<file path="config.mk">
export PLATFORM = sky130hd
export DESIGN_NAME = if_stage_flat
export DESIGN_NICKNAME = d
export VERILOG_FILES = /design/src/rtl/if_stage_if.sv /design/src/rtl/if_stage.sv /design/src/flat_wrapper.sv
export SDC_FILE = /design/constraint.sdc
export NUM_CORES = 2
export LEC_CHECK = 0
export ABC_AREA = 1
export BUFFER_PORTS_ARGS = -buffer_cell sky130_fd_sc_hd__buf_2
export CAP_MARGIN = 20
export CELL_PAD_IN_SITES_DETAIL_PLACEMENT = 0
export CELL_PAD_IN_SITES_GLOBAL_PLACEMENT = 1
export CORE_MARGIN = 2
export CORE_UTILIZATION = 55
export CTS_CLUSTER_SIZE = 20
export DETAILED_ROUTE_END_ITERATION = 10
export GPL_ROUTABILITY_DRIVEN = 1
export HOLD_SLACK_MARGIN = 0.03
export PLACE_DENSITY = 0.89
export SETUP_SLACK_MARGIN = 0.4
export SLEW_MARGIN = 5
export SYNTH_ARGS = -nofsm -noshare
export SYNTH_HDL_FRONTEND = slang
export SYNTH_SLANG_ARGS = --single-unit
export TNS_END_PERCENT = 20
</file>
<file path="constraint.sdc">
create_clock -name i_clk -period 10.6 [get_ports i_clk]
set_input_delay 0.53 -clock i_clk [delete_from_list [all_inputs] [get_ports i_clk]]
set_output_delay 0.53 -clock i_clk [all_outputs]
set_load 0.05 [all_outputs]
</file>
<file path="src/rtl/if_stage_if.sv">
`default_nettype none
// ============================================================================
// Module      : if_stage_if
// Description : Bus bundle between the fetch stage and its neighbours
//               (debug-unit loader, decode-stage redirect and the IF/ID outputs).
// Revision    : 1.0 - initial release
// ============================================================================
interface if_stage_if #(
    parameter int PC_SIZE  = 32,
    parameter int BUS_SIZE = 32
);
    logic                i_enable;
    logic                i_stall;
    logic                i_next_pc_src;
    logic [PC_SIZE-1:0]  i_next_not_seq_pc;
    logic                i_inst_wr_en;
    logic [BUS_SIZE-1:0] i_inst_bus_wr;
    logic                i_clear_mem;
    logic [BUS_SIZE-1:0] o_instruction;
    logic [PC_SIZE-1:0]  o_next_seq_pc;
    logic [PC_SIZE-1:0]  o_pc;
    logic                o_halt;
    logic                o_mem_full;
    logic                o_mem_empty;

    modport master (
        output i_enable, i_stall, i_next_pc_src, i_next_not_seq_pc,
        output i_inst_wr_en, i_inst_bus_wr, i_clear_mem,
        input  o_instruction, o_next_seq_pc, o_pc, o_halt, o_mem_full, o_mem_empty
    );

    modport slave (
        input  i_enable, i_stall, i_next_pc_src, i_next_not_seq_pc,
        input  i_inst_wr_en, i_inst_bus_wr, i_clear_mem,
        output o_instruction, o_next_seq_pc, o_pc, o_halt, o_mem_full, o_mem_empty
    );
endinterface
`default_nettype wire

</file>
<file path="src/rtl/if_stage.sv">
`default_nettype none
// ============================================================================
// Module      : if_stage
// Description : MIPS instruction-fetch stage with IF/ID register, loadable
//               instruction memory and HALT detection.
// Revision    : 1.0 - initial release
// ============================================================================
module if_stage #(
    parameter int                  PC_SIZE   = 32,
    parameter int                  BUS_SIZE  = 32,
    parameter int                  MEM_WORDS = 64,
    parameter logic [BUS_SIZE-1:0] HALT_CODE = {BUS_SIZE{1'b1}}
) (
    input  wire        i_clk,
    input  wire        i_reset,
    if_stage_if.slave  bus
);
    localparam int c_ADDR_W = $clog2(MEM_WORDS);
    localparam int c_PTR_W  = c_ADDR_W + 1;

    logic [BUS_SIZE-1:0] r_mem [0:MEM_WORDS-1];
    logic [PC_SIZE-1:0]  r_pc;
    logic [BUS_SIZE-1:0] r_instruction;
    logic [PC_SIZE-1:0]  r_next_seq_pc;
    logic [c_PTR_W-1:0]  r_ptr;
    logic                r_halt;

    logic [c_ADDR_W-1:0] w_index;
    logic                w_valid;
    logic [BUS_SIZE-1:0] w_fetch;
    logic [PC_SIZE-1:0]  w_pc_plus4;
    logic                w_full;
    logic                w_empty;
    logic                w_mem_we;

    assign w_index    = r_pc[c_ADDR_W+1:2];
    // Unloaded words and misaligned PCs both read as HALT so runaway fetch stops.
    assign w_valid    = ({1'b0, w_index} < r_ptr) && (r_pc[1:0] == 2'b00);
    assign w_fetch    = w_valid ? r_mem[w_index] : HALT_CODE;
    assign w_pc_plus4 = r_pc + PC_SIZE'(4);
    assign w_full     = (r_ptr == c_PTR_W'(MEM_WORDS));
    assign w_empty    = (r_ptr == '0);
    assign w_mem_we   = i_reset && !bus.i_enable && !bus.i_clear_mem
                        && bus.i_inst_wr_en && !w_full;

    always_ff @(posedge i_clk) begin
        if (w_mem_we) begin
            r_mem[r_ptr[c_ADDR_W-1:0]] <= bus.i_inst_bus_wr;
        end
    end

    always_ff @(posedge i_clk or negedge i_reset) begin
        if (!i_reset) begin
            r_pc          <= '0;
            r_instruction <= '0;
            r_next_seq_pc <= '0;
            r_ptr         <= '0;
            r_halt        <= 1'b0;
        end else if (bus.i_enable) begin
            if (!r_halt && !bus.i_stall) begin
                r_next_seq_pc <= w_pc_plus4;
                if (bus.i_next_pc_src) begin
                    // Squash the wrong-path word with a NOP; no delay slot.
                    r_pc          <= bus.i_next_not_seq_pc;
                    r_instruction <= '0;
                end else begin
                    r_instruction <= w_fetch;
                    if (w_fetch == HALT_CODE) begin
                        r_halt <= 1'b1;
                    end else begin
                        r_pc <= w_pc_plus4;
                    end
                end
            end
        end else if (bus.i_clear_mem) begin
            r_ptr  <= '0;
            r_halt <= 1'b0;
        end else if (bus.i_inst_wr_en && !w_full) begin
            r_ptr <= r_ptr + c_PTR_W'(1);
        end
    end

    assign bus.o_instruction = r_instruction;
    assign bus.o_next_seq_pc = r_next_seq_pc;
    assign bus.o_pc          = r_pc;
    assign bus.o_halt        = r_halt;
    assign bus.o_mem_full    = w_full;
    assign bus.o_mem_empty   = w_empty;
endmodule
`default_nettype wire

</file>
<file path="src/flat_wrapper.sv">
// flat-port wrapper written by rule: the top's interface ports become plain ports
module if_stage_flat 
#(
    parameter int                  PC_SIZE   = 32,
    parameter int                  BUS_SIZE  = 32,
    parameter int                  MEM_WORDS = 64,
    parameter logic [BUS_SIZE-1:0] HALT_CODE = {BUS_SIZE{1'b1}}
)
  (i_clk, i_reset, bus_i_enable, bus_i_stall, bus_i_next_pc_src, bus_i_next_not_seq_pc, bus_i_inst_wr_en, bus_i_inst_bus_wr, bus_i_clear_mem, bus_o_instruction, bus_o_next_seq_pc, bus_o_pc, bus_o_halt, bus_o_mem_full, bus_o_mem_empty);
  if_stage_if #(.PC_SIZE(PC_SIZE), .BUS_SIZE(BUS_SIZE)) bus_i ();
  input  wire i_clk;
  input  wire i_reset;
  input wire logic [$bits(bus_i.i_enable)-1:0] bus_i_enable;
  input wire logic [$bits(bus_i.i_stall)-1:0] bus_i_stall;
  input wire logic [$bits(bus_i.i_next_pc_src)-1:0] bus_i_next_pc_src;
  input wire logic [$bits(bus_i.i_next_not_seq_pc)-1:0] bus_i_next_not_seq_pc;
  input wire logic [$bits(bus_i.i_inst_wr_en)-1:0] bus_i_inst_wr_en;
  input wire logic [$bits(bus_i.i_inst_bus_wr)-1:0] bus_i_inst_bus_wr;
  input wire logic [$bits(bus_i.i_clear_mem)-1:0] bus_i_clear_mem;
  output wire logic [$bits(bus_i.o_instruction)-1:0] bus_o_instruction;
  output wire logic [$bits(bus_i.o_next_seq_pc)-1:0] bus_o_next_seq_pc;
  output wire logic [$bits(bus_i.o_pc)-1:0] bus_o_pc;
  output wire logic [$bits(bus_i.o_halt)-1:0] bus_o_halt;
  output wire logic [$bits(bus_i.o_mem_full)-1:0] bus_o_mem_full;
  output wire logic [$bits(bus_i.o_mem_empty)-1:0] bus_o_mem_empty;
  assign bus_i.i_enable = bus_i_enable;
  assign bus_i.i_stall = bus_i_stall;
  assign bus_i.i_next_pc_src = bus_i_next_pc_src;
  assign bus_i.i_next_not_seq_pc = bus_i_next_not_seq_pc;
  assign bus_i.i_inst_wr_en = bus_i_inst_wr_en;
  assign bus_i.i_inst_bus_wr = bus_i_inst_bus_wr;
  assign bus_i.i_clear_mem = bus_i_clear_mem;
  assign bus_o_instruction = bus_i.o_instruction;
  assign bus_o_next_seq_pc = bus_i.o_next_seq_pc;
  assign bus_o_pc = bus_i.o_pc;
  assign bus_o_halt = bus_i.o_halt;
  assign bus_o_mem_full = bus_i.o_mem_full;
  assign bus_o_mem_empty = bus_i.o_mem_empty;
  if_stage #(.PC_SIZE(PC_SIZE), .BUS_SIZE(BUS_SIZE), .MEM_WORDS(MEM_WORDS), .HALT_CODE(HALT_CODE)) u_core (.i_clk(i_clk), .i_reset(i_reset), .bus(bus_i));
endmodule
</file>
==> impl_metrics.tcl <==
set metrics [dict create \
    status "finished, final reports clean" \
    postRouteWirelength_um 261000 \
    critical_path.startpoint_type "flip-flop" \
    rows 147 \
    report.final.slew_viol_count 0 \
    synthesis_warning_total 0 \
    irDropWorstVdd_v 0.000198 \
    chipWidth_um 407 \
    area_fraction_in_compound_gates_after_synthesis 0.0554 \
    die_h_um 407 \
    synth.mux.area_fraction 0 \
    final.fill_count 12200 \
    measured_slew_at_the_worst_slew_check_pin_ns 1.15 \
    number_of_synthesized_flops_with_an_enable_pin 2048 \
    timing.max_slew.rel_slack 0.232 \
    post-layout-total-power_w 0.0252 \
    finalHoldViolations 0 \
    hpwl_reported_at_the_end_of_detailed_placement_um 135000 \
    share_of_post_route_cells_with_drive_strength_above_1 0.0892 \
    timing.setup.tns_ns 0 \
    final_cell_mix "edfxtp_1 (2048), nand2_1 (1898), nor2_1 (1118)" \
    synthesis.area_per_instance_um2 11.2 \
    layout_min_cycle_time_ns 6.24 \
    synthSimpleGateAreaFrac 0.176 \
    netlist_area_um2 89100 \
    finalCritPeriodShare 0.589 \
    weighted_congestion_at_the_end_of_routability_driven_global_placement 0.896 \
    clock_tree_from_tritoncts "yes" \
    hold_buffer_count_at_cts 25 \
    grt_overflow_total 0 \
    netlist_top_cells_area "edfxtp_1 (69%), nand2_1 (8.0%), nor2_1 (5.0%), nand3_1 (3.8%), o21ai_0 (3.6%)" \
    start_util 0.555 \
    clk_latency_ns 0.87 \
    antenna_left 0 \
    clk_pin_slew_ns 0.06 \
    routedWlPerCell_um 25.1 \
    power_per_cell_area_nw_per_um2 252 \
    global_router_s_overall_resource_usage 0.314 \
    p_leak_nw 37.3 \
    drc_markers 0 \
    timing.setup.critical_path_class "flip-flop to flip-flop" \
    syn2layout_area_growth_pct 11.8 \
    synth_seq_cells 2152 \
    clk_root_buffer_cell "clkbuf_16" \
    synth-seq-area-share 0.719 \
    syn-num-nets 8035 \
    dominant_combinational_cell_family_by_area_after_synthesis "simple AND/OR/NAND/NOR gates" \
    layout_commonest_cell "edfxtp_1" \
    num_vias 61800 \
    num_io_pins 170 \
    yosys.cell_types.count 37 \
    core_area_um2 161000 \
    fmax_mhz 160 \
    finalSetupViolations 0 \
    most_common_flop_cell_mapped_by_yosys "edfxtp_1" \
    cts.htree.levels 4 \
    post_cts_resize_count 0 \
    post_placement_cell_count 9982 \
    tritoncts.num_buffers 211 \
    cts_setup_buffers 0 \
    rsz0062_at_grt "false" \
    hold_path_class "input port to flip-flop" \
    grt_max_degree 174 \
    cp_data_arrival_time_ns 7.03 \
    yosys.area_share.xor_xnor 0.00255 \
    avgViaCountPerCell 5.94 \
    async_s_r_ff_share_synth 0.0483 \
    detail_route.first_pass.iterations 6 \
    worst-path-max-fanout 159 \
    final-instance-count-excl-fill 10400 \
    detailedRoute.firstIterationViolations 10300 \
    worst_setup_path_end_kind "flip-flop" \
    synthesis.instances 7956 \
    final_core_util 0.620 \
    antenna_found_initial 8 \
    io_buffers 169 \
    number_of_global_route_vias_before_repair 57900 \
    cts.sink_count 2152 \
    fin_skew_ns 0.0547 \
    synth_area_leader_cell "edfxtp_1" \
    cap_viol_max_count 0 \
    grt_pass1_wl_um 380000 \
    die_area_um2 165000 \
    clock_path_buffers 3 \
    synth-adder-area-share 0.00112 \
    critical_path_required_ns 11.39 \
    synth_top_cell_area_share 0.690 \
    layout.nets 8139 \
]
## final cells by class
type | instances | area (µm²) | share of cell area
Tap cell | 2160 | 2700 | 0.0271
Clock inverter | 143 | 1590 | 0.0160
Antenna cell | 4 | 10.0 | 0.000100
Clock buffer | 253 | 5530 | 0.0555
Timing Repair Buffer | 357 | 2420 | 0.0243
Inverter | 494 | 1890 | 0.0190
Sequential cell | 2152 | 64100 | 0.643
Multi-Input combinational cell | 4844 | 21400 | 0.215
## synth_stat cells (all sizes together), types with 2 or more instances
| master | number |
|---|---|
| edfxtp | 2048 |
| nand2 | 1901 |
| nor2 | 1182 |
| o21ai | 688 |
| nand3 | 680 |
| inv | 492 |
| buf | 309 |
| clkbuf | 157 |
| nor3 | 122 |
| dfrtp | 104 |
| a21oi | 96 |
| o211ai | 79 |
| a22o | 28 |
| xor2 | 21 |
| o22ai | 15 |
| ha | 8 |
| o221ai | 7 |
| nand4 | 5 |
| xnor2 | 5 |
| a31oi | 2 |
| clkinv | 2 |
| nor4 | 2 |
## cell families (layout without fill, tap and decap cells)
family	count (synthesis)	count (layout)
compound gates	916	916
flops	2152	2152
simple gates	3894	3894
fa+ha+maj	8	8
buf+inv	960	1247
other cells	0	4
xor+xnor	26	26
## flip-flops by register name (all words and copies together), names as in the netlist
signal,cells
u_core.bus.o_next_seq_pc,32
u_core.r_mem,2048
u_core.bus.o_pc,32
u_core.bus.o_instruction,32
u_core.r_ptr,7
u_core.bus.o_halt,1
## final timing paths
check / start / cells after the start / slack, ns / end
min in group asynchronous: i_reset / 2 / 0.32 / u_core.bus.o_next_seq_pc[31]
worst min register to register: u_core.bus.o_next_seq_pc[16] / 2 / 0.48 / u_core.bus.o_next_seq_pc[16]
worst max-delay path: u_core.bus.o_pc[2] / 20 / 4.36 / u_core.bus.o_pc[10]
worst max register to register: u_core.bus.o_pc[2] / 20 / 4.36 / u_core.bus.o_pc[10]
worst min-delay path: bus_i_next_not_seq_pc[19] / 5 / 0.08 / u_core.bus.o_pc[19]
max in group asynchronous: i_reset / 3 / 8.74 / u_core.bus.o_pc[2]
## routing by layer
layer / track usage / share of wire
met3: 0.0606 / 0.12
met4: 0.131 / 0.044
met2: 0.484 / 0.45
met1: 0.441 / 0.38
met5: 0 / 0.00017
## through the flow
| step | hold slack [ns] | cell area, µm² | setup slack, ns |
|---|---|---|---|
| global placement | 0.459 | 92300 | 4.72 |
| finish | 0.0807 | 99700 | 4.36 |
| floorplan | 0.234 | 89100 | 7.01 |
| CTS | 0.0360 | 99700 | 4.61 |
| global route | 0.103 | 99700 | 4.05 |
| detailed placement | 0.461 | 92300 | 4.64 |
## where the power goes
| part | internal (W) | switching, W |
|---|---|---|
| Combinational | 0.00193 | 0.00579 |
| Sequential | 0.00947 | 0.000311 |
| Clock | 0.00437 | 0.00329 |
| Total | 0.0158 | 0.00939 |
## critical path: stages, from the launching register on
cell and delay [ns]:
dfrtp_4 0.74, inv_16 0.46, buf_4 0.89, buf_4 0.71, nor2_1 0.10, nor2_1 0.11
o21ai_0 0.09, nand3_1 0.12, nand3_1 0.10, nand3_1 0.17, nand3_1 0.25, nand2_1 0.18
nand2_1 0.07, nor2_1 0.19, nand2_1 0.08, nor2_1 0.27, nand3_2 0.25, buf_4 0.33
nand2_2 0.52, nand2_1 0.12, nand2_1 0.08
Note: power is estimated with default switching activity, not from simulation.
